### config.mk
export PLATFORM = sky130hd
export DESIGN_NAME = sd_sboard_arb_flat
export DESIGN_NICKNAME = d
export VERILOG_FILES = /design/src/rtl/sd_sboard_pkg.sv /design/src/rtl/sd_sboard_arb_if.sv /design/src/rtl/sd_sboard_tagq.sv /design/src/rtl/sd_sboard_arb.sv /design/src/flat_wrapper.sv
export SDC_FILE = /design/constraint.sdc
export NUM_CORES = 1
export LEC_CHECK = 0
export ABC_AREA = 1
export CAP_MARGIN = 40
export CORE_AREA = 4 4 244 246
export DETAILED_ROUTE_END_ITERATION = 10
export DIE_AREA = 0 0 248 250
export PLACE_DENSITY = 0.3
export SYNTH_ARGS = -nofsm -noshare
export SYNTH_HDL_FRONTEND = slang
export SYNTH_HIERARCHICAL = 1
export SYNTH_SLANG_ARGS = --single-unit
### constraint.sdc
create_clock -name clk -period 2.4 [get_ports clk]
set_input_delay 0.48 -clock clk [delete_from_list [all_inputs] [get_ports clk]]
set_output_delay 0.48 -clock clk [all_outputs]
set_load 0.05 [all_outputs]
### src/rtl/sd_sboard_pkg.sv
// sd_sboard_pkg: request codes, requester id type and arbiter FSM states shared by the scoreboard arbiter
package sd_sboard_pkg;
   localparam logic REQ_READ  = 1'b0;
   localparam logic REQ_WRITE = 1'b1;
   typedef logic req_id_t;
   typedef enum logic {IDLE, HOLD} arb_state_t;
endpackage

### src/rtl/sd_sboard_arb_if.sv
// sd_sboard_arb_if: two requester ports, scoreboard request port and scoreboard response port
interface sd_sboard_arb_if #(
   parameter int width = 64,
   parameter int s_asz = 13
);
   logic             r0_srdy, r1_srdy, r0_drdy, r1_drdy, r0_req_type, r1_req_type;
   logic [s_asz-1:0] r0_itemid, r1_itemid;
   logic [width-1:0] r0_mask, r1_mask, r0_data, r1_data;
   logic             r0p_srdy, r1p_srdy, r0p_drdy, r1p_drdy;
   logic [width-1:0] r0p_data, r1p_data;
   logic             c_srdy, c_drdy, c_req_type, c_txid;
   logic [s_asz-1:0] c_itemid;
   logic [width-1:0] c_mask, c_data;
   logic             p_srdy, p_drdy, p_txid;
   logic [width-1:0] p_data;
   modport slave (
      input  r0_srdy, r1_srdy, r0_req_type, r1_req_type, r0_itemid, r1_itemid,
             r0_mask, r1_mask, r0_data, r1_data, r0p_drdy, r1p_drdy,
             c_drdy, p_srdy, p_txid, p_data,
      output r0_drdy, r1_drdy, r0p_srdy, r1p_srdy, r0p_data, r1p_data,
             c_srdy, c_req_type, c_txid, c_itemid, c_mask, c_data, p_drdy
   );
   modport master (
      output r0_srdy, r1_srdy, r0_req_type, r1_req_type, r0_itemid, r1_itemid,
             r0_mask, r1_mask, r0_data, r1_data, r0p_drdy, r1p_drdy,
             c_drdy, p_srdy, p_txid, p_data,
      input  r0_drdy, r1_drdy, r0p_srdy, r1p_srdy, r0p_data, r1p_data,
             c_srdy, c_req_type, c_txid, c_itemid, c_mask, c_data, p_drdy
   );
endinterface

### src/rtl/sd_sboard_tagq.sv
// sd_sboard_tagq: in-order FIFO of requester ids for outstanding reads, with wrap bit for full/empty
module sd_sboard_tagq
   import sd_sboard_pkg::*;
#(
   parameter int depth = 4
) (
   input  logic    clk,
   input  logic    reset,
   input  logic    push,
   input  logic    pop,
   input  req_id_t din,
   output req_id_t dout,
   output logic    full,
   output logic    empty
);
   localparam int aw = $clog2(depth);
   logic [aw:0] wp, rp;
   req_id_t mem [depth];
   assign empty = wp == rp;
   assign full  = (wp[aw] != rp[aw]) && (wp[aw-1:0] == rp[aw-1:0]);
   assign dout  = mem[rp[aw-1:0]];
   always_ff @(posedge clk) begin
      if (reset) begin
         wp <= '0;
         rp <= '0;
      end else begin
         if (push) wp <= wp + 1'b1;
         if (pop) rp <= rp + 1'b1;
      end
   end
   always_ff @(posedge clk) if (push) mem[wp[aw-1:0]] <= din;
endmodule

### src/rtl/sd_sboard_arb.sv
// sd_sboard_arb: round-robin merge of two requesters onto one scoreboard port with read-response routing; SD_SBOARD_ARB_TXID_EN routes by p_txid instead of the tag queue
module sd_sboard_arb
   import sd_sboard_pkg::*;
#(
   parameter int tag_depth = 4
) (
   input  logic           clk,
   input  logic           reset,
   sd_sboard_arb_if.slave bus
);
   arb_state_t state, nxt_state;
   req_id_t prio, held, gnt, dest;
   logic gnt_v, acc, q_full, route_v, elig0, elig1, pe, oe;
   assign elig0 = bus.r0_srdy & ((bus.r0_req_type == REQ_WRITE) | !q_full);
   assign elig1 = bus.r1_srdy & ((bus.r1_req_type == REQ_WRITE) | !q_full);
   assign pe = prio ? elig1 : elig0;
   assign oe = prio ? elig0 : elig1;
   // a held grant is re-presented as-is so the request stays stable until taken
   always_comb begin
      gnt = (state == HOLD) ? held : (pe ? prio : ~prio);
      gnt_v = !reset & ((state == HOLD) | pe | oe);
      nxt_state = (gnt_v & !bus.c_drdy) ? HOLD : IDLE;
   end
   assign acc            = gnt_v & bus.c_drdy;
   assign bus.c_srdy     = gnt_v;
   assign bus.c_req_type = gnt_v & (gnt ? bus.r1_req_type : bus.r0_req_type);
   assign bus.c_itemid   = !gnt_v ? '0 : gnt ? bus.r1_itemid : bus.r0_itemid;
   assign bus.c_mask     = !gnt_v ? '0 : gnt ? bus.r1_mask : bus.r0_mask;
   assign bus.c_data     = !gnt_v ? '0 : gnt ? bus.r1_data : bus.r0_data;
   assign bus.r0_drdy    = acc & !gnt;
   assign bus.r1_drdy    = acc & gnt;
   always_ff @(posedge clk) begin
      if (reset) begin
         state <= IDLE;
         prio  <= 1'b0;
         held  <= 1'b0;
      end else begin
         state <= nxt_state;
         held  <= gnt;
         if (acc) prio <= ~gnt;
      end
   end
`ifdef SD_SBOARD_ARB_TXID_EN
   assign q_full     = 1'b0;
   assign dest       = bus.p_txid;
   assign route_v    = !reset;
   assign bus.c_txid = gnt_v & gnt;
`else
   logic q_empty, push, pop;
   req_id_t q_head;
   assign push       = acc & (bus.c_req_type == REQ_READ);
   assign pop        = bus.p_srdy & bus.p_drdy;
   assign dest       = q_head;
   assign route_v    = !reset & !q_empty;
   assign bus.c_txid = 1'b0;
   sd_sboard_tagq #(.depth(tag_depth)) u_tagq (
      .clk(clk), .reset(reset), .push(push), .pop(pop), .din(gnt),
      .dout(q_head), .full(q_full), .empty(q_empty)
   );
   always_ff @(posedge clk)
      if (!reset) assert (!(bus.p_srdy & q_empty)) else $error("sd_sboard_arb: response with no outstanding read");
`endif
   assign bus.p_drdy   = route_v & (dest ? bus.r1p_drdy : bus.r0p_drdy);
   assign bus.r0p_srdy = route_v & !dest & bus.p_srdy;
   assign bus.r1p_srdy = route_v & dest & bus.p_srdy;
   assign bus.r0p_data = (route_v & !dest) ? bus.p_data : '0;
   assign bus.r1p_data = (route_v & dest) ? bus.p_data : '0;
endmodule

### src/flat_wrapper.sv
// flat-port wrapper written by rule: the top's interface ports become plain ports
module sd_sboard_arb_flat import sd_sboard_pkg::*;
#(
   parameter int tag_depth = 4
)
  (clk, reset, bus_r0_srdy, bus_r1_srdy, bus_r0_req_type, bus_r1_req_type, bus_r0_itemid, bus_r1_itemid, bus_r0_mask, bus_r1_mask, bus_r0_data, bus_r1_data, bus_r0p_drdy, bus_r1p_drdy, bus_c_drdy, bus_p_srdy, bus_p_txid, bus_p_data, bus_r0_drdy, bus_r1_drdy, bus_r0p_srdy, bus_r1p_srdy, bus_r0p_data, bus_r1p_data, bus_c_srdy, bus_c_req_type, bus_c_txid, bus_c_itemid, bus_c_mask, bus_c_data, bus_p_drdy);
  sd_sboard_arb_if #(.width(64), .s_asz(13)) bus_i ();
  input  logic clk;
  input  logic reset;
  input wire logic [$bits(bus_i.r0_srdy)-1:0] bus_r0_srdy;
  input wire logic [$bits(bus_i.r1_srdy)-1:0] bus_r1_srdy;
  input wire logic [$bits(bus_i.r0_req_type)-1:0] bus_r0_req_type;
  input wire logic [$bits(bus_i.r1_req_type)-1:0] bus_r1_req_type;
  input wire logic [$bits(bus_i.r0_itemid)-1:0] bus_r0_itemid;
  input wire logic [$bits(bus_i.r1_itemid)-1:0] bus_r1_itemid;
  input wire logic [$bits(bus_i.r0_mask)-1:0] bus_r0_mask;
  input wire logic [$bits(bus_i.r1_mask)-1:0] bus_r1_mask;
  input wire logic [$bits(bus_i.r0_data)-1:0] bus_r0_data;
  input wire logic [$bits(bus_i.r1_data)-1:0] bus_r1_data;
  input wire logic [$bits(bus_i.r0p_drdy)-1:0] bus_r0p_drdy;
  input wire logic [$bits(bus_i.r1p_drdy)-1:0] bus_r1p_drdy;
  input wire logic [$bits(bus_i.c_drdy)-1:0] bus_c_drdy;
  input wire logic [$bits(bus_i.p_srdy)-1:0] bus_p_srdy;
  input wire logic [$bits(bus_i.p_txid)-1:0] bus_p_txid;
  input wire logic [$bits(bus_i.p_data)-1:0] bus_p_data;
  output wire logic [$bits(bus_i.r0_drdy)-1:0] bus_r0_drdy;
  output wire logic [$bits(bus_i.r1_drdy)-1:0] bus_r1_drdy;
  output wire logic [$bits(bus_i.r0p_srdy)-1:0] bus_r0p_srdy;
  output wire logic [$bits(bus_i.r1p_srdy)-1:0] bus_r1p_srdy;
  output wire logic [$bits(bus_i.r0p_data)-1:0] bus_r0p_data;
  output wire logic [$bits(bus_i.r1p_data)-1:0] bus_r1p_data;
  output wire logic [$bits(bus_i.c_srdy)-1:0] bus_c_srdy;
  output wire logic [$bits(bus_i.c_req_type)-1:0] bus_c_req_type;
  output wire logic [$bits(bus_i.c_txid)-1:0] bus_c_txid;
  output wire logic [$bits(bus_i.c_itemid)-1:0] bus_c_itemid;
  output wire logic [$bits(bus_i.c_mask)-1:0] bus_c_mask;
  output wire logic [$bits(bus_i.c_data)-1:0] bus_c_data;
  output wire logic [$bits(bus_i.p_drdy)-1:0] bus_p_drdy;
  assign bus_i.r0_srdy = bus_r0_srdy;
  assign bus_i.r1_srdy = bus_r1_srdy;
  assign bus_i.r0_req_type = bus_r0_req_type;
  assign bus_i.r1_req_type = bus_r1_req_type;
  assign bus_i.r0_itemid = bus_r0_itemid;
  assign bus_i.r1_itemid = bus_r1_itemid;
  assign bus_i.r0_mask = bus_r0_mask;
  assign bus_i.r1_mask = bus_r1_mask;
  assign bus_i.r0_data = bus_r0_data;
  assign bus_i.r1_data = bus_r1_data;
  assign bus_i.r0p_drdy = bus_r0p_drdy;
  assign bus_i.r1p_drdy = bus_r1p_drdy;
  assign bus_i.c_drdy = bus_c_drdy;
  assign bus_i.p_srdy = bus_p_srdy;
  assign bus_i.p_txid = bus_p_txid;
  assign bus_i.p_data = bus_p_data;
  assign bus_r0_drdy = bus_i.r0_drdy;
  assign bus_r1_drdy = bus_i.r1_drdy;
  assign bus_r0p_srdy = bus_i.r0p_srdy;
  assign bus_r1p_srdy = bus_i.r1p_srdy;
  assign bus_r0p_data = bus_i.r0p_data;
  assign bus_r1p_data = bus_i.r1p_data;
  assign bus_c_srdy = bus_i.c_srdy;
  assign bus_c_req_type = bus_i.c_req_type;
  assign bus_c_txid = bus_i.c_txid;
  assign bus_c_itemid = bus_i.c_itemid;
  assign bus_c_mask = bus_i.c_mask;
  assign bus_c_data = bus_i.c_data;
  assign bus_p_drdy = bus_i.p_drdy;
  sd_sboard_arb #(.tag_depth(tag_depth)) u_core (.clk(clk), .reset(reset), .bus(bus_i));
endmodule
==> report_table.html, run 1 <==
<table>
<tr><th>Metric</th><th>Value</th></tr>
<tr><th colspan="2">Outcome</th></tr>
<tr><td>Result of the run</td><td>complete, but fails checks</td></tr>
<tr><td>Failing checks</td><td>negative setup slack</td></tr>
<tr><th colspan="2">Synthesis</th></tr>
<tr><td>Number of enable flip-flop cells after synthesis</td><td>4</td></tr>
<tr><td>Number of unique standard cell types used by synthesis</td><td>23</td></tr>
<tr><td>Cell types with the highest counts after synthesis</td><td>sky130_fd_sc_hd__nand2_1 (307), sky130_fd_sc_hd__nor2_1 (150), sky130_fd_sc_hd__a21oi_1 (146)</td></tr>
<tr><td>Post-synthesis sequential element count</td><td>15</td></tr>
<tr><td>Post-synthesis net count</td><td>1150</td></tr>
<tr><td>Largest area contributor in the synthesized netlist</td><td>sky130_fd_sc_hd__nand2_1</td></tr>
<tr><td>Average instance area after synthesis</td><td>4.584 um^2</td></tr>
<tr><td>Async set-reset flop share out of synthesis</td><td>0</td></tr>
<tr><td>YS warnings</td><td>6</td></tr>
<tr><td>Combined area of all synthesized cells</td><td>3612 um^2</td></tr>
<tr><td>Sequential fraction of the synthesis area</td><td>0.09422</td></tr>
<tr><td>Top post-synthesis cells by area</td><td>sky130_fd_sc_hd__nand2_1 (32%), sky130_fd_sc_hd__a21oi_1 (20%), sky130_fd_sc_hd__nor2_1 (16%), sky130_fd_sc_hd__inv_1 (8.9%), sky130_fd_sc_hd__dfxtp_1 (6.1%)</td></tr>
<tr><td>Area fraction of the dominant cell type after synthesis</td><td>0.3190</td></tr>
<tr><td>Post-Synthesis Cells</td><td>788</td></tr>
<tr><td>Predominant post-synthesis flop cell</td><td>sky130_fd_sc_hd__dfxtp_1</td></tr>
<tr><td>Leading cell type by number of instances after synthesis</td><td>sky130_fd_sc_hd__nand2_1</td></tr>
<tr><th colspan="2">Timing</th></tr>
<tr><td>Maximum clock rate</td><td>0.3624 GHz</td></tr>
<tr><td>Final hold slack</td><td>0.6212 ns</td></tr>
<tr><td>Skew final</td><td>0.0005946 ns</td></tr>
<tr><td>Number of setup violations in the final report</td><td>217</td></tr>
<tr><td>Hold Violations, Final</td><td>0</td></tr>
<tr><td>Minimum clock period after layout</td><td>2.759 ns</td></tr>
<tr><td>Crit path setup slack, layout</td><td>-0.3590 ns</td></tr>
<tr><td>Final cycle utilization of the critical path</td><td>1.150</td></tr>
<tr><td>Number of slew-limit violations in the final report</td><td>0</td></tr>
<tr><td>RSZ-0062 raised after global routing</td><td>yes</td></tr>
<tr><th colspan="2">Final layout</th></tr>
<tr><td>Share of layout cells above drive strength 1</td><td>0.5137</td></tr>
<tr><td>Filler Cells Inserted</td><td>5928</td></tr>
<tr><td>Number of nets in the final layout</td><td>1862</td></tr>
<tr><td>Area added between synthesis and finish</td><td>395.8%</td></tr>
<tr><th colspan="2">Clocking</th></tr>
<tr><td>Clock Pin Slew Worst Setup and Hold Paths</td><td>0.05 ns</td></tr>
<tr><td>Clock tree from TritonCTS</td><td>yes</td></tr>
<tr><td>CTS Sinks</td><td>15</td></tr>
<tr><td>Total number of H-tree levels</td><td>1</td></tr>
<tr><td>Max clock buf depth</td><td>2</td></tr>
<tr><td>Root cell of the clock tree</td><td>sky130_fd_sc_hd__clkbuf_16</td></tr>
<tr><td>Clock latency on the worst-skew pair</td><td>0.24 ns</td></tr>
<tr><td>Clock buffers created by TritonCTS</td><td>3</td></tr>
<tr><th colspan="2">Worst hold path</th></tr>
<tr><td>Type of the most critical hold path</td><td>reg2reg</td></tr>
<tr><th colspan="2">Setup path</th></tr>
<tr><td>Crit end category</td><td>output pin</td></tr>
<tr><td>Sequence of cells on the critical path</td><td>xnor2_2 &gt; nand2_2 &gt; nor2_4 &gt; buf_6 &gt; nand2_4 &gt; nand3_4 &gt; nand3_4 &gt; nand2_8 &gt; buf_4 &gt; buf_12 &gt; buf_16 &gt; nand2_1 &gt; a21oi_4 &gt; buf_12</td></tr>
<tr><td>Family of cells with the greatest summed delay on the critical path</td><td>simple AND/OR/NAND/NOR gates</td></tr>
<tr><td>Required time of the worst setup path</td><td>1.92 ns</td></tr>
<tr><td>Slowest cell on the critical path</td><td>sky130_fd_sc_hd__dfxtp_2</td></tr>
<tr><td>Highest cell delay on the worst timing path</td><td>0.33 ns</td></tr>
<tr><td>Arrival time of data at the critical path endpoint</td><td>2.28 ns</td></tr>
<tr><td>Maximum fanout encountered on the critical timing path</td><td>15</td></tr>
<tr><td>Category of the most critical setup path</td><td>reg2out</td></tr>
<tr><td>Number of buffers and inverters on the critical path</td><td>5</td></tr>
<tr><td>Critical Path Start Type</td><td>flip-flop</td></tr>
<tr><th colspan="2">Place</th></tr>
<tr><td>Pre-CTS setup slack</td><td>-0.5144 ns</td></tr>
<tr><td>IO buf count</td><td>631</td></tr>
<tr><td>Global placer's final weighted congestion</td><td>0.8182</td></tr>
<tr><td>Post-DP HPWL</td><td>34.28 mm</td></tr>
<tr><th colspan="2">Route</th></tr>
<tr><td>DRC errors left</td><td>0</td></tr>
<tr><td>Vias after detailed routing</td><td>7897</td></tr>
<tr><td>First-pass iteration count of the detailed router</td><td>4</td></tr>
<tr><td>Iteration-0 DRC Markers</td><td>210</td></tr>
<tr><td>Post-route ant nets</td><td>0</td></tr>
<tr><td>Detailed-route wire length</td><td>43.78 mm</td></tr>
<tr><td>Average wire per standard cell</td><td>19.29 um</td></tr>
<tr><td>Detailed-route vias per instance</td><td>3.479</td></tr>
<tr><th colspan="2">GRT</th></tr>
<tr><td>All-Layer GR Usage</td><td>0.1250</td></tr>
<tr><td>Largest net degree at the start of global routing</td><td>39</td></tr>
<tr><td>Number of global-route vias before repair</td><td>8243</td></tr>
<tr><td>Global-route wire length before repair</td><td>57.84 mm</td></tr>
<tr><td>Initial antenna violation count</td><td>12</td></tr>
<tr><td>Congestion Overflow GR</td><td>0</td></tr>
<tr><th colspan="2">Floorplan</th></tr>
<tr><td>Starting Density</td><td>0.06297</td></tr>
<tr><td>Horizontal extent of the die</td><td>248 um</td></tr>
<tr><td>Num rows</td><td>88</td></tr>
<tr><td>Die Y-Extent</td><td>250 um</td></tr>
<tr><td>Count of boundary I/O pins</td><td>634</td></tr>
<tr><td>Core area</td><td>57370 um^2</td></tr>
<tr><td>Area of the die</td><td>62000 um^2</td></tr>
<tr><th colspan="2">Pwr</th></tr>
<tr><td>Leakage power figure</td><td>7.243 nW</td></tr>
<tr><td>Peak ir drop on the vdd network</td><td>199.6 uV</td></tr>
<tr><td>Cell area power density</td><td>299.6 nW/um^2</td></tr>
<tr><th colspan="2">Run</th></tr>
<tr><td># Max-Cap Violations</td><td>0</td></tr>
</table>
==> placed cells by master (no fill, tap or decap), types with 2 or more instances in the layout <==
master / n
sky130_fd_sc_hd__ha_1: 5
sky130_fd_sc_hd__nor2_2: 56
sky130_fd_sc_hd__dfxtp_1: 5
sky130_fd_sc_hd__a21oi_1: 4
sky130_fd_sc_hd__buf_6: 16
sky130_fd_sc_hd__buf_16: 17
sky130_fd_sc_hd__dfxtp_2: 5
sky130_fd_sc_hd__a21oi_2: 42
sky130_fd_sc_hd__clkbuf_16: 15
sky130_fd_sc_hd__inv_2: 2
sky130_fd_sc_hd__buf_4: 53
sky130_fd_sc_hd__nand2_1: 196
sky130_fd_sc_hd__a21oi_4: 100
sky130_fd_sc_hd__buf_12: 305
sky130_fd_sc_hd__buf_8: 9
sky130_fd_sc_hd__nand2_4: 81
sky130_fd_sc_hd__dlygate4sd2_1: 4
sky130_fd_sc_hd__inv_1: 84
sky130_fd_sc_hd__nor2_1: 69
sky130_fd_sc_hd__nor2_4: 25
sky130_fd_sc_hd__diode_2: 6
sky130_fd_sc_hd__edfxtp_1: 4
sky130_fd_sc_hd__xnor2_1: 2
sky130_fd_sc_hd__nand2_8: 3
sky130_fd_sc_hd__nand3_4: 3
sky130_fd_sc_hd__nand3_1: 2
sky130_fd_sc_hd__nand2_2: 30
sky130_fd_sc_hd__clkdlybuf4s50_1: 350
==> final cells by class <==
class,instances,area (um^2),area share
Antenna cell,6,15.01,0.0008383
Clock buffer,3,75.07,0.004192
Clock inverter,1,5.005,0.0002794
Inverter,88,345.3,0.01928
Multi-Input combinational cell,625,5024,0.2805
Sequential cell,15,350.3,0.01956
Tap cell,765,957.2,0.05344
Timing Repair Buffer,767,11140,0.6219
==> worst paths after layout <==
| kind | start | to | slack, ns | depth (start not counted) |
|---|---|---|---|---|
| worst max register to register | u_core/u_tagq/wp[0] | u_core/u_tagq/mem[3] | 0.05 | 16 |
| worst max-delay path | u_core/u_tagq/wp[0] | bus_c_data[18] | -0.36 | 14 |
| worst min register to register | u_core/prio | u_core/prio | 0.62 | 4 |
| worst min-delay path | u_core/prio | u_core/prio | 0.62 | 4 |
==> worst register-to-register path: cells and delay by family, from the launching register on <==
| kind | cells | cell delay (ns) |
|---|---|---|
| buffers and inverters | 5 | 0.71 |
| XOR/XNOR | 1 | 0.16 |
| AND/OR/NAND/NOR | 10 | 0.86 |
| flip-flops | 1 | 0.33 |
==> where the power goes <==
group          internal [W]  switching [W]  leakage, nW
clock              0.000222      0.0000972       0.0409
combinational       0.00235        0.00242         7.07
sequential         0.000268     0.00000402        0.129
total               0.00284        0.00252         7.24
==> per-stage QoR <==
step	area, um^2	power (W)	util	cells	setup TNS, ns
global placement	14960	0.004113	0.2607	2199	-85.75
detailed placement	14960	0.004106	0.2607	2199	-83.95
CTS	16480	0.005006	0.2872	2239	-58.01
floorplan	4404	0.001960	-	788	-9.826
finish	17910	0.005366	0.3122	2270	-41.73
global route	17900	0.005603	0.3121	2268	-78.31
==> cell families (layout without fill, tap and decap cells) <==
family / count (synthesis) / in the layout / share of synthesized area
compound gates: 148 / 148 / 0.2064
xor+xnor: 4 / 4 / 0.009698
fa+ha+maj: 5 / 5 / 0.01732
buf+inv: 149 / 859 / 0.1798
flops: 15 / 15 / 0.09422
other cells: 1 / 7 / 0.001038
simple gates: 466 / 467 / 0.4915
==> routing by layer <==
layer / global-route usage / wire length (um)
met3: 0.05243 / 4899
met4: 0.01902 / 471
met5: 0 / 37
met2: 0.2335 / 22750
met1: 0.1325 / 15620
==> timing repair <==
item / 4_1_cts / 5_1_grt
gates resized for setup: 221 / 223
hold buffers: 0 / 0
pin swaps: 36 / 42
gates cloned: 14 / 15
endpoints found under the setup margin: 276 / 280
setup buffers: 22 / 19
No activity file was read; power rests on OpenSTA's default activity.
==> run 2: changes to the inputs <==
--- a/config.mk
+++ b/config.mk
@@ -7,9 +7,9 @@
 export LEC_CHECK = 0
 export ABC_AREA = 1
 export CAP_MARGIN = 40
-export CORE_AREA = 4 4 244 246
+export CORE_AREA = 4 4 246 248
 export DETAILED_ROUTE_END_ITERATION = 10
-export DIE_AREA = 0 0 248 250
+export DIE_AREA = 0 0 250 252
 export PLACE_DENSITY = 0.3
 export SYNTH_ARGS = -nofsm -noshare
 export SYNTH_HDL_FRONTEND = slang
==> constraint.sdc (replaced) <==
create_clock -name clk -period 3.25 [get_ports clk]
set_input_delay 0.65 -clock clk [delete_from_list [all_inputs] [get_ports clk]]
set_output_delay 0.65 -clock clk [all_outputs]
set_load 0.05 [all_outputs]
==> run 2 against run 1 <==
  * The run now ends clean
  * Global-route usage fell by 0.56 points
  * Clock power is 27% lower
  * Flip-flop and latch count is the same
  * Critical path depth down 2
  * Clock-buffer cell count stayed put
  * Sequential share of layout area up 0.42 points
==> report_table.html, run 2 (same netlist as run 1, synthesis figures left out) <==
<table>
<tr><th>Metric</th><th>Value</th></tr>
<tr><th colspan="2">Clocking</th></tr>
<tr><td>Setup fix buffers added after clock tree synthesis</td><td>0 (was 22)</td></tr>
<tr><td>Clock buffers created by TritonCTS</td><td>3 (unchanged)</td></tr>
<tr><td>Clock tree from TritonCTS</td><td>yes (unchanged)</td></tr>
<tr><td>Clock latency on the worst-skew pair</td><td>0.24 ns (about the same)</td></tr>
<tr><td>Number of hold-repair buffers added at the cts stage</td><td>0 (unchanged)</td></tr>
<tr><td>Max clock buf depth</td><td>2 (unchanged)</td></tr>
<tr><td>CTS Sinks</td><td>15 (unchanged)</td></tr>
<tr><td>Root cell of the clock tree</td><td>sky130_fd_sc_hd__clkbuf_16 (unchanged)</td></tr>
<tr><td>Total number of H-tree levels</td><td>1 (unchanged)</td></tr>
<tr><td>Clock Pin Slew Worst Setup and Hold Paths</td><td>0.05 ns (about the same)</td></tr>
<tr><th colspan="2">Route</th></tr>
<tr><td>Amount of wire on met3 after detailed routing</td><td>4.279 mm (was 4.899 mm)</td></tr>
<tr><td>DRC errors left</td><td>0 (unchanged)</td></tr>
<tr><td>Uppermost layer routed</td><td>met4 (was met5)</td></tr>
<tr><td>Detailed-route vias per instance</td><td>3.349 (was 3.479)</td></tr>
<tr><td>First-pass iteration count of the detailed router</td><td>6 (was 4)</td></tr>
<tr><td>Iteration-0 DRC Markers</td><td>204 (was 210)</td></tr>
<tr><td>Post-route ant nets</td><td>0 (unchanged)</td></tr>
<tr><td>Routed metal-1 wire length</td><td>14.61 mm (was 15.62 mm)</td></tr>
<tr><td>Vias after detailed routing</td><td>7334 (was 7897)</td></tr>
<tr><td>Detailed-route wire length</td><td>40.62 mm (was 43.78 mm)</td></tr>
<tr><td>Detailed-routed wire length on met2</td><td>21.45 mm (was 22.75 mm)</td></tr>
<tr><td>Average wire per standard cell</td><td>18.55 um (was 19.29 um)</td></tr>
<tr><th colspan="2">Setup path</th></tr>
<tr><td>Arrival time of data at the critical path endpoint</td><td>2.53 ns (was 2.28 ns)</td></tr>
<tr><td>Critical Path Start Type</td><td>primary input (was flip-flop)</td></tr>
<tr><td>Category of the most critical setup path</td><td>in2out (was reg2out)</td></tr>
<tr><td>Worst reg2reg startpoint</td><td>u_core/u_tagq/wp[0] (unchanged)</td></tr>
<tr><td>Crit Reg-Reg Endpoint</td><td>u_core/u_tagq/mem[3] (unchanged)</td></tr>
<tr><td>Worst Reg-to-Reg Cells</td><td>15 (was 16)</td></tr>
<tr><td>Number of buffers and inverters on the critical path</td><td>6 (was 5)</td></tr>
<tr><td>Crit end category</td><td>output pin (unchanged)</td></tr>
<tr><td>Slowest cell on the critical path</td><td>sky130_fd_sc_hd__clkdlybuf4s50_1 (was sky130_fd_sc_hd__dfxtp_2)</td></tr>
<tr><td>Maximum fanout encountered on the critical timing path</td><td>20 (was 15)</td></tr>
<tr><td>Family of cells with the greatest summed delay on the critical path</td><td>buffers and inverters (was simple AND/OR/NAND/NOR gates)</td></tr>
<tr><td>Required time of the worst setup path</td><td>2.60 ns (was 1.92 ns)</td></tr>
<tr><td>Highest cell delay on the worst timing path</td><td>0.50 ns (was 0.33 ns)</td></tr>
<tr><td>Register-to-register path setup slack</td><td>0.85 ns (was 0.05 ns)</td></tr>
<tr><td>Sequence of cells on the critical path</td><td>clkdlybuf4s50_1 &gt; inv_1 &gt; nand2_1 &gt; nand3_1 &gt; nand3_2 &gt; nand2_8 &gt; inv_4 &gt; buf_12 &gt; buf_4 &gt; nand2_1 &gt; a21oi_1 &gt; buf_12 (was xnor2_2 &gt; nand2_2 &gt; nor2_4 &gt; buf_6 &gt; nand2_4 &gt; nand3_4 &gt; nand3_4 &gt; nand2_8 &gt; buf_4 &gt; buf_12 &gt; buf_16 &gt; nand2_1 &gt; a21oi_4 &gt; buf_12)</td></tr>
<tr><th colspan="2">Pwr</th></tr>
<tr><td>Net Sw Frac</td><td>0.4668 (was 0.4704)</td></tr>
<tr><td>Power share of the clock group</td><td>0.074 (was 0.060)</td></tr>
<tr><td>Cell area power density</td><td>218.7 nW/um^2 (was 299.6 nW/um^2)</td></tr>
<tr><td>Internal power</td><td>0.001671 W (was 0.002842 W)</td></tr>
<tr><td>Comb power frac</td><td>0.861 (was 0.890)</td></tr>
<tr><td>Peak ir drop on the vdd network</td><td>231.6 uV (was 199.6 uV)</td></tr>
<tr><td>Net Sw Power</td><td>0.001463 W (was 0.002524 W)</td></tr>
<tr><td>Relative contribution of sequential cells to total power</td><td>0.065 (was 0.051)</td></tr>
<tr><td>Leakage power figure</td><td>5.988 nW (was 7.243 nW)</td></tr>
<tr><th colspan="2">Run</th></tr>
<tr><td># Max-Cap Violations</td><td>0 (unchanged)</td></tr>
<tr><th colspan="2">Final layout</th></tr>
<tr><td>Top library cells by usage in the layout, fill and taps aside</td><td>sky130_fd_sc_hd__clkdlybuf4s50_1 (355), sky130_fd_sc_hd__nand2_1 (306), sky130_fd_sc_hd__buf_12 (294), sky130_fd_sc_hd__nor2_1 (150), sky130_fd_sc_hd__inv_1 (85) (was sky130_fd_sc_hd__clkdlybuf4s50_1 (350), sky130_fd_sc_hd__buf_12 (305), sky130_fd_sc_hd__nand2_1 (196), sky130_fd_sc_hd__a21oi_4 (100), sky130_fd_sc_hd__inv_1 (84))</td></tr>
<tr><td>Leading cell type in the layout, fill and taps excluded</td><td>sky130_fd_sc_hd__clkdlybuf4s50_1 (unchanged)</td></tr>
<tr><td>Share of layout cells above drive strength 1</td><td>0.2850 (was 0.5137)</td></tr>
<tr><td>Final std cell area, no fill</td><td>14330 um^2 (was 17910 um^2)</td></tr>
<tr><td>Filler Cells Inserted</td><td>6483 (was 5928)</td></tr>
<tr><td>Number of nets in the final layout</td><td>1777 (was 1862)</td></tr>
<tr><td>Area added between synthesis and finish</td><td>296.6% (was 395.8%)</td></tr>
<tr><th colspan="2">Place</th></tr>
<tr><td>Post-DP HPWL</td><td>35.77 mm (was 34.28 mm)</td></tr>
<tr><td>Global placer's final weighted congestion</td><td>0.8364 (was 0.8182)</td></tr>
<tr><td>Placed standard-cell area</td><td>13970 um^2 (was 14960 um^2)</td></tr>
<tr><td>Pre-CTS setup slack</td><td>-0.02302 ns (was -0.5144 ns)</td></tr>
<tr><td>IO buf count</td><td>631 (unchanged)</td></tr>
<tr><th colspan="2">Timing</th></tr>
<tr><td>RSZ-0062 raised after global routing</td><td>yes (unchanged)</td></tr>
<tr><td>Number of slew-limit violations in the final report</td><td>0 (unchanged)</td></tr>
<tr><td>Skew final</td><td>0.0005731 ns (was 0.0005946 ns)</td></tr>
<tr><td>Maximum clock rate</td><td>0.3147 GHz</td></tr>
<tr><td>Crit path setup slack, layout</td><td>0.07278 ns (was -0.3590 ns)</td></tr>
<tr><td>Minimum clock period after layout</td><td>3.177 ns</td></tr>
<tr><td>Number of setup violations in the final report</td><td>0 (was 217)</td></tr>
<tr><td>Hold Violations, Final</td><td>0 (unchanged)</td></tr>
<tr><td>Final cycle utilization of the critical path</td><td>0.9776</td></tr>
<tr><td>Final hold slack</td><td>0.5186 ns (was 0.6212 ns)</td></tr>
<tr><th colspan="2">GRT</th></tr>
<tr><td>Global-route wire length before repair</td><td>55.99 mm (was 57.84 mm)</td></tr>
<tr><td>All-Layer GR Usage</td><td>0.1194 (was 0.1250)</td></tr>
<tr><td>Congestion Overflow GR</td><td>0 (unchanged)</td></tr>
<tr><td>Number of global-route vias before repair</td><td>7669 (was 8243)</td></tr>
<tr><td>Largest net degree at the start of global routing</td><td>66 (was 39)</td></tr>
<tr><td>Initial antenna violation count</td><td>4 (was 12)</td></tr>
<tr><th colspan="2">Floorplan</th></tr>
<tr><td>Starting Density</td><td>0.06179 (was 0.06297)</td></tr>
<tr><td>Area of the die</td><td>63000 um^2 (was 62000 um^2)</td></tr>
<tr><td>Core area</td><td>58460 um^2 (was 57370 um^2)</td></tr>
<tr><td>Die Y-Extent</td><td>252 um (was 250 um)</td></tr>
<tr><td>Num rows</td><td>89 (was 88)</td></tr>
<tr><td>Count of boundary I/O pins</td><td>634 (unchanged)</td></tr>
<tr><td>Horizontal extent of the die</td><td>250 um (was 248 um)</td></tr>
<tr><th colspan="2">Worst hold path</th></tr>
<tr><td>Launch point of the worst hold path</td><td>u_core/u_tagq/wp[2] (was u_core/prio)</td></tr>
<tr><td>Type of the most critical hold path</td><td>reg2reg (unchanged)</td></tr>
<tr><td>Worst Hold Endpoint</td><td>u_core/u_tagq/wp[2] (was u_core/prio)</td></tr>
<tr><td>Number of cells on the worst hold path</td><td>2 (was 4)</td></tr>
<tr><th colspan="2">Outcome</th></tr>
<tr><td>Result of the run</td><td>finished clean (was complete, but fails checks)</td></tr>
</table>
run 2: how the worst max path moves through the flow:
stage	from	endpoint	slack, ns	depth (start not counted)
after global routing	bus_r0_req_type	bus_c_mask[62]	-0.07	12
after global placement	bus_r0_req_type	bus_c_mask[4]	-0.05	12
after detailed placement	bus_r0_req_type	bus_c_mask[4]	-0.02	12
after floorplan	u_core/u_tagq/wp[0]	bus_c_data[0]	0.39	13
final	bus_r0_req_type	bus_c_itemid[0]	0.07	12
after CTS	bus_r0_req_type	bus_c_mask[13]	0.01	12
run 2: power groups by stage:
stage	Clock, W	Combinational, W	Sequential (W)
after floorplan	0	0.00108	0.000205
after global routing	0.000250	0.00286	0.000203
after CTS	0.000242	0.00269	0.000202
after global placement	0	0.00268	0.000206
after detailed placement	0	0.00268	0.000206
final	0.000233	0.00270	0.000202
run 2: area by class of cell:
cell class	count	area (um^2)	area share
Timing Repair Buffer	683	9716	0.6781
Multi-Input combinational cell	624	2884	0.2013
Tap cell	773	967.2	0.06751
Sequential cell	15	340.3	0.02375
Inverter	88	332.8	0.02323
Clock buffer	3	75.07	0.005240
Antenna cell	3	7.507	0.0005240
Clock inverter	1	5.005	0.0003493
run 2: through the flow:
step	setup TNS (ns)	power, W	utilization	std cells
floorplan	0	0.001289	-	788
global placement	-0.04733	0.002885	0.2390	2182
detailed placement	-0.02302	0.002882	0.2390	2182
CTS	0	0.003131	0.2405	2186
global route	-1.467	0.003308	0.2450	2189
finish	0	0.003133	0.2451	2190
run 2: timing repair:
action / 4_1_cts / 5_1_grt
cloned: 0 / 1
gates resized for setup: 2 / 62
setup endpoints to repair: 2 / 95
run 2: layer usage:
layer / track usage / up-vias
li1: - / 3638
met1: 0.1281 / 3290
met2: 0.2256 / 396
met3: 0.05092 / 10
met4: 0.01252 / 0
met5: 0 / -
run 2: worst min-delay path, delay by kind of cell (launching register included):
family	cells	cell delay [ns]
AND/OR/NAND/NOR	2	0.15
flip-flops	1	0.32
==> run 3: changes to the inputs <==
--- a/config.mk
+++ b/config.mk
@@ -5,12 +5,10 @@
 export SDC_FILE = /design/constraint.sdc
 export NUM_CORES = 1
 export LEC_CHECK = 0
-export ABC_AREA = 1
 export CAP_MARGIN = 40
 export CORE_AREA = 4 4 246 248
 export DETAILED_ROUTE_END_ITERATION = 10
 export DIE_AREA = 0 0 250 252
-export PLACE_DENSITY = 0.3
 export SYNTH_ARGS = -nofsm -noshare
 export SYNTH_HDL_FRONTEND = slang
 export SYNTH_HIERARCHICAL = 1
==> constraint.sdc (replaced) <==
create_clock -name clk -period 2.95 [get_ports clk]
set_input_delay 0.59 -clock clk [delete_from_list [all_inputs] [get_ports clk]]
set_output_delay 0.59 -clock clk [all_outputs]
set_load 0.05 [all_outputs]
==> run 3 against run 2 <==
  * Routed wire length down 12%
  * Synthesized cell count down 12%
  * Largest power group unchanged
  * Utilization up 4.9 points
  * Register-to-register slack worse by 0.78 ns
  * The flow now finishes with violations (negative setup slack)
==> report_table.html, run 3 <==
<table>
<tr><th>Metric</th><th>Value</th></tr>
<tr><th colspan="2">Final layout</th></tr>
<tr><td>Utilization after layout</td><td>0.2943 (was 0.2451)</td></tr>
<tr><td>Area added between synthesis and finish</td><td>288.2% (was 296.6%)</td></tr>
<tr><td>Filler Cells Inserted</td><td>5955 (was 6483)</td></tr>
<tr><td>Leading cell type in the layout, fill and taps excluded</td><td>sky130_fd_sc_hd__clkdlybuf4s50_1 (unchanged)</td></tr>
<tr><td>Footprint of the multi-input gates</td><td>5270 um^2 (was 2884 um^2)</td></tr>
<tr><td>Number of nets in the final layout</td><td>1732 (was 1777)</td></tr>
<tr><td>Reg area</td><td>347.8 um^2 (was 340.3 um^2)</td></tr>
<tr><td>Post-Layout Cell Count</td><td>2143 (was 2190)</td></tr>
<tr><td>Share of layout cells above drive strength 1</td><td>0.3850 (was 0.2850)</td></tr>
<tr><td>Top library cells by usage in the layout, fill and taps aside</td><td>sky130_fd_sc_hd__clkdlybuf4s50_1 (350), sky130_fd_sc_hd__buf_12 (308), sky130_fd_sc_hd__nand2_1 (286), sky130_fd_sc_hd__and2_1 (135), sky130_fd_sc_hd__mux2i_4 (112) (was sky130_fd_sc_hd__clkdlybuf4s50_1 (355), sky130_fd_sc_hd__nand2_1 (306), sky130_fd_sc_hd__buf_12 (294), sky130_fd_sc_hd__nor2_1 (150), sky130_fd_sc_hd__inv_1 (85))</td></tr>
<tr><th colspan="2">Synthesis</th></tr>
<tr><td>Leading cell type by number of instances after synthesis</td><td>sky130_fd_sc_hd__nand2_1 (unchanged)</td></tr>
<tr><td>Cell types with the highest counts after synthesis</td><td>sky130_fd_sc_hd__nand2_1 (287), sky130_fd_sc_hd__mux2i_1 (144), sky130_fd_sc_hd__and2_1 (135) (was sky130_fd_sc_hd__nand2_1 (307), sky130_fd_sc_hd__nor2_1 (150), sky130_fd_sc_hd__a21oi_1 (146))</td></tr>
<tr><td>Combined area of all synthesized cells</td><td>4433 um^2 (was 3612 um^2)</td></tr>
<tr><td>Combinational family with the most area after synthesis</td><td>simple AND/OR/NAND/NOR gates (unchanged)</td></tr>
<tr><td>Average instance area after synthesis</td><td>6.369 um^2 (was 4.584 um^2)</td></tr>
<tr><td>Area fraction of the dominant cell type after synthesis</td><td>0.3251 (was 0.3190)</td></tr>
<tr><td>Top post-synthesis cells by area</td><td>sky130_fd_sc_hd__mux2i_1 (33%), sky130_fd_sc_hd__nand2_1 (24%), sky130_fd_sc_hd__and2_1 (19%), sky130_fd_sc_hd__dfxtp_1 (5.0%), sky130_fd_sc_hd__buf_4 (3.6%) (was sky130_fd_sc_hd__nand2_1 (32%), sky130_fd_sc_hd__a21oi_1 (20%), sky130_fd_sc_hd__nor2_1 (16%), sky130_fd_sc_hd__inv_1 (8.9%), sky130_fd_sc_hd__dfxtp_1 (6.1%))</td></tr>
<tr><td>Number of enable flip-flop cells after synthesis</td><td>4 (unchanged)</td></tr>
<tr><td>YS warnings</td><td>6 (unchanged)</td></tr>
<tr><td>Post-Synth Adder-Cell Area</td><td>0.01411 (was 0.01732)</td></tr>
<tr><td>Post-Synthesis Cells</td><td>696 (was 788)</td></tr>
<tr><td>Share of cell area taken by muxes after synthesis</td><td>0.3302 (was 0)</td></tr>
<tr><td>Sequential fraction of the synthesis area</td><td>0.07677 (was 0.09422)</td></tr>
<tr><td>Largest area contributor in the synthesized netlist</td><td>sky130_fd_sc_hd__mux2i_1 (was sky130_fd_sc_hd__nand2_1)</td></tr>
<tr><td>Complex-gate fraction of the synthesized area</td><td>0.02681 (was 0.2064)</td></tr>
<tr><td>Async set-reset flop share out of synthesis</td><td>0 (unchanged)</td></tr>
<tr><td>Post-synthesis simple-gate area fraction</td><td>0.4575 (was 0.4915)</td></tr>
<tr><td>Area share of xor/xnor cells in the synthesized design</td><td>0.009879 (was 0.009699)</td></tr>
<tr><td>Predominant post-synthesis flop cell</td><td>sky130_fd_sc_hd__dfxtp_1 (unchanged)</td></tr>
<tr><td>Post-synthesis net count</td><td>1058 (was 1150)</td></tr>
<tr><td>Post-synthesis sequential element count</td><td>15 (unchanged)</td></tr>
<tr><td>Number of unique standard cell types used by synthesis</td><td>35 (was 23)</td></tr>
<tr><th colspan="2">Setup path</th></tr>
<tr><td>Worst reg2reg startpoint</td><td>u_core/u_tagq/wp[0] (unchanged)</td></tr>
<tr><td>Crit end category</td><td>output pin (unchanged)</td></tr>
<tr><td>Arrival time of data at the critical path endpoint</td><td>2.55 ns (was 2.53 ns)</td></tr>
<tr><td>Worst Reg-to-Reg Cells</td><td>14 (was 15)</td></tr>
<tr><td>Crit Reg-Reg Endpoint</td><td>u_core/u_tagq/wp[2] (was u_core/u_tagq/mem[3])</td></tr>
<tr><td>Critical Path Start Type</td><td>flip-flop (was primary input)</td></tr>
<tr><td>Maximum fanout encountered on the critical timing path</td><td>6 (was 20)</td></tr>
<tr><td>Register-to-register path setup slack</td><td>0.07 ns (was 0.85 ns)</td></tr>
<tr><td>Category of the most critical setup path</td><td>reg2out (was in2out)</td></tr>
<tr><td>Required time of the worst setup path</td><td>2.36 ns (was 2.60 ns)</td></tr>
<tr><th colspan="2">Pwr</th></tr>
<tr><td>Cell area power density</td><td>348.4 nW/um^2 (was 218.7 nW/um^2)</td></tr>
<tr><td>Peak ir drop on the vdd network</td><td>234.6 uV (was 231.6 uV)</td></tr>
<tr><td>Internal power</td><td>0.003249 W (was 0.001671 W)</td></tr>
<tr><td>Power share of the clock group</td><td>0.044 (was 0.074)</td></tr>
<tr><td>Net Sw Frac</td><td>0.4580 (was 0.4668)</td></tr>
<tr><td>Comb power frac</td><td>0.918 (was 0.861)</td></tr>
<tr><td>Leakage power figure</td><td>6.784 nW (was 5.988 nW)</td></tr>
<tr><td>Net Sw Power</td><td>0.002745 W (was 0.001463 W)</td></tr>
<tr><td>Relative contribution of sequential cells to total power</td><td>0.038 (was 0.065)</td></tr>
<tr><th colspan="2">Floorplan</th></tr>
<tr><td>Starting Density</td><td>0.07583 (was 0.06179)</td></tr>
<tr><td>Die Y-Extent</td><td>252 um (unchanged)</td></tr>
<tr><td>Core area</td><td>58460 um^2 (unchanged)</td></tr>
<tr><td>Area of the die</td><td>63000 um^2 (unchanged)</td></tr>
<tr><td>Horizontal extent of the die</td><td>250 um (unchanged)</td></tr>
<tr><td>Num rows</td><td>89 (unchanged)</td></tr>
<tr><td>Count of boundary I/O pins</td><td>634 (unchanged)</td></tr>
<tr><th colspan="2">Worst hold path</th></tr>
<tr><td>Worst Hold Endpoint</td><td>u_core/u_tagq/rp[2] (was u_core/u_tagq/wp[2])</td></tr>
<tr><td>Type of the most critical hold path</td><td>reg2reg (unchanged)</td></tr>
<tr><td>Number of cells on the worst hold path</td><td>2 (unchanged)</td></tr>
<tr><td>Launch point of the worst hold path</td><td>u_core/u_tagq/rp[2] (was u_core/u_tagq/wp[2])</td></tr>
<tr><th colspan="2">Clocking</th></tr>
<tr><td>Clock latency on the worst-skew pair</td><td>0.24 ns (about the same)</td></tr>
<tr><td>Clock Pin Slew Worst Setup and Hold Paths</td><td>0.05 ns (about the same)</td></tr>
<tr><td>Clock tree from TritonCTS</td><td>yes (unchanged)</td></tr>
<tr><td>CTS Sinks</td><td>15 (unchanged)</td></tr>
<tr><td>Total number of H-tree levels</td><td>1 (unchanged)</td></tr>
<tr><td>Max clock buf depth</td><td>2 (unchanged)</td></tr>
<tr><td>Clock buffers created by TritonCTS</td><td>3 (unchanged)</td></tr>
<tr><td>Number of hold-repair buffers added at the cts stage</td><td>0 (unchanged)</td></tr>
<tr><td>Root cell of the clock tree</td><td>sky130_fd_sc_hd__clkbuf_16 (unchanged)</td></tr>
<tr><th colspan="2">Place</th></tr>
<tr><td>IO buf count</td><td>631 (unchanged)</td></tr>
<tr><td>Global placer's final weighted congestion</td><td>0.9193 (was 0.8364)</td></tr>
<tr><td>Post-DP HPWL</td><td>28.20 mm (was 35.77 mm)</td></tr>
<tr><td>Pre-CTS setup slack</td><td>-0.4266 ns (was -0.02302 ns)</td></tr>
<tr><td>Inst Count DP</td><td>2106 (was 2182)</td></tr>
<tr><th colspan="2">GRT</th></tr>
<tr><td>Number of global-route vias before repair</td><td>8105 (was 7669)</td></tr>
<tr><td>Initial antenna violation count</td><td>3 (was 4)</td></tr>
<tr><td>Largest net degree at the start of global routing</td><td>67 (was 66)</td></tr>
<tr><td>All-Layer GR Usage</td><td>0.1029 (was 0.1194)</td></tr>
<tr><td>Global-route wire length before repair</td><td>50.18 mm (was 55.99 mm)</td></tr>
<tr><td>Congestion Overflow GR</td><td>0 (unchanged)</td></tr>
<tr><th colspan="2">Outcome</th></tr>
<tr><td>Failing checks</td><td>negative setup slack</td></tr>
<tr><td>Result of the run</td><td>complete, but fails checks (was finished clean)</td></tr>
<tr><th colspan="2">Route</th></tr>
<tr><td>Average wire per standard cell</td><td>16.72 um (was 18.55 um)</td></tr>
<tr><td>Post-route ant nets</td><td>0 (unchanged)</td></tr>
<tr><td>Detailed-route vias per instance</td><td>3.481 (was 3.349)</td></tr>
<tr><td>First-pass iteration count of the detailed router</td><td>6 (unchanged)</td></tr>
<tr><td>Vias after detailed routing</td><td>7460 (was 7334)</td></tr>
<tr><td>DRC errors left</td><td>0 (unchanged)</td></tr>
<tr><td>Detailed-route wire length</td><td>35.84 mm (was 40.62 mm)</td></tr>
<tr><td>Iteration-0 DRC Markers</td><td>218 (was 204)</td></tr>
<tr><th colspan="2">Timing</th></tr>
<tr><td>Final cycle utilization of the critical path</td><td>1.066</td></tr>
<tr><td>Minimum clock period after layout</td><td>3.144 ns</td></tr>
<tr><td>Number of slew-limit violations in the final report</td><td>0 (unchanged)</td></tr>
<tr><td>RSZ-0062 raised after global routing</td><td>yes (unchanged)</td></tr>
<tr><td>Crit path setup slack, layout</td><td>-0.1936 ns (was 0.07278 ns)</td></tr>
<tr><td>Maximum clock rate</td><td>0.3181 GHz</td></tr>
<tr><td>Number of setup violations in the final report</td><td>136 (was 0)</td></tr>
<tr><td>Setup TNS after final layout</td><td>-11.12 ns (was 0 ns)</td></tr>
<tr><td>Skew final</td><td>0.002680 ns (was 0.0005731 ns)</td></tr>
<tr><td>Hold Violations, Final</td><td>0 (unchanged)</td></tr>
<tr><th colspan="2">Run</th></tr>
<tr><td># Max-Cap Violations</td><td>0 (unchanged)</td></tr>
</table>
-- run 3: metrics by stage --
stage | hold WS, ns | total power [W] | instance area [um^2]
floorplan | 0.5238 | 0.002382 | 4711
global placement | 0.5516 | 0.004790 | 15040
detailed placement | 0.5627 | 0.004826 | 15040
CTS | 0.5823 | 0.005958 | 16960
global route | 0.5995 | 0.006217 | 17210
finish | 0.5619 | 0.005995 | 17210
-- run 3: power by group through the flow --
stage               clock (W)  combinational (W)  sequential (W)
finish               0.000261            0.00550        0.000230
CTS                  0.000265            0.00546        0.000229
global placement            0            0.00456        0.000231
global route         0.000273            0.00571        0.000230
floorplan                   0            0.00215        0.000232
detailed placement          0            0.00460        0.000231
-- run 3: layer usage --
metal / GRT usage / vias to the layer above / routed length (um)
met1: 0.1108 / 3426 / 12930
met4: 0.02251 / 0 / 718
li1: - / 3582 / -
met3: 0.02690 / 30 / 2992
met2: 0.2010 / 422 / 19200
met5: 0 / - / 0
-- run 3: area by class of cell --
cell class / count / area share
antenna: 1 / 0.0001454
clock buffer: 3 / 0.004363
clock inverter: 1 / 0.0002908
inverter: 4 / 0.0008725
multi-input combinational: 614 / 0.3063
sequential: 15 / 0.02021
tap: 773 / 0.05621
timing repair buffer: 732 / 0.6116
-- run 3: kinds of logic (layout without fill, tap and decap cells) --
group | after synthesis | after routing
xor gates and xnor gates | 5 | 5
muxes | 145 | 145
buffers and inverters | 67 | 740
adders and majority gates | 5 | 5
DFF | 15 | 15
and+or+nand+nor | 442 | 442
other | 1 | 2
AOI/OAI and AO/OA | 16 | 16
-- run 3: worst max-delay path by stage --
stage,slack (ns),end,from,cells past startpoint
after global routing,-0.28,bus_c_data[9],u_core/u_tagq/rp[0],10
after detailed placement,-0.43,bus_c_mask[38],reset,9
after CTS,-0.28,bus_c_data[30],u_core/u_tagq/rp[1],12
after global placement,-0.40,bus_c_mask[38],reset,9
final,-0.19,bus_c_data[30],u_core/u_tagq/wp[0],12
after floorplan,-0.17,bus_c_data[15],u_core/u_tagq/wp[1],9
-- run 3: repair_timing --
action	4_1_cts	5_1_grt
setup buffers	16	10
gates cloned	10	2
setup endpoints to repair	144	151
resized for setup	227	43
pin swaps	3	3
-- run 3: worst max-delay path, cell delays in order (launching register included) --
cell and delay (ns):
sky130_fd_sc_hd__dfxtp_2 0.33, sky130_fd_sc_hd__xor2_2 0.19, sky130_fd_sc_hd__nor3_4 0.27, sky130_fd_sc_hd__nand2b_1 0.14, sky130_fd_sc_hd__a31oi_4 0.25, sky130_fd_sc_hd__a21boi_4 0.08, sky130_fd_sc_hd__buf_6 0.13, sky130_fd_sc_hd__buf_12 0.13
sky130_fd_sc_hd__buf_16 0.15, sky130_fd_sc_hd__buf_12 0.14, sky130_fd_sc_hd__mux2i_2 0.18, sky130_fd_sc_hd__buf_4 0.17, sky130_fd_sc_hd__buf_12 0.13
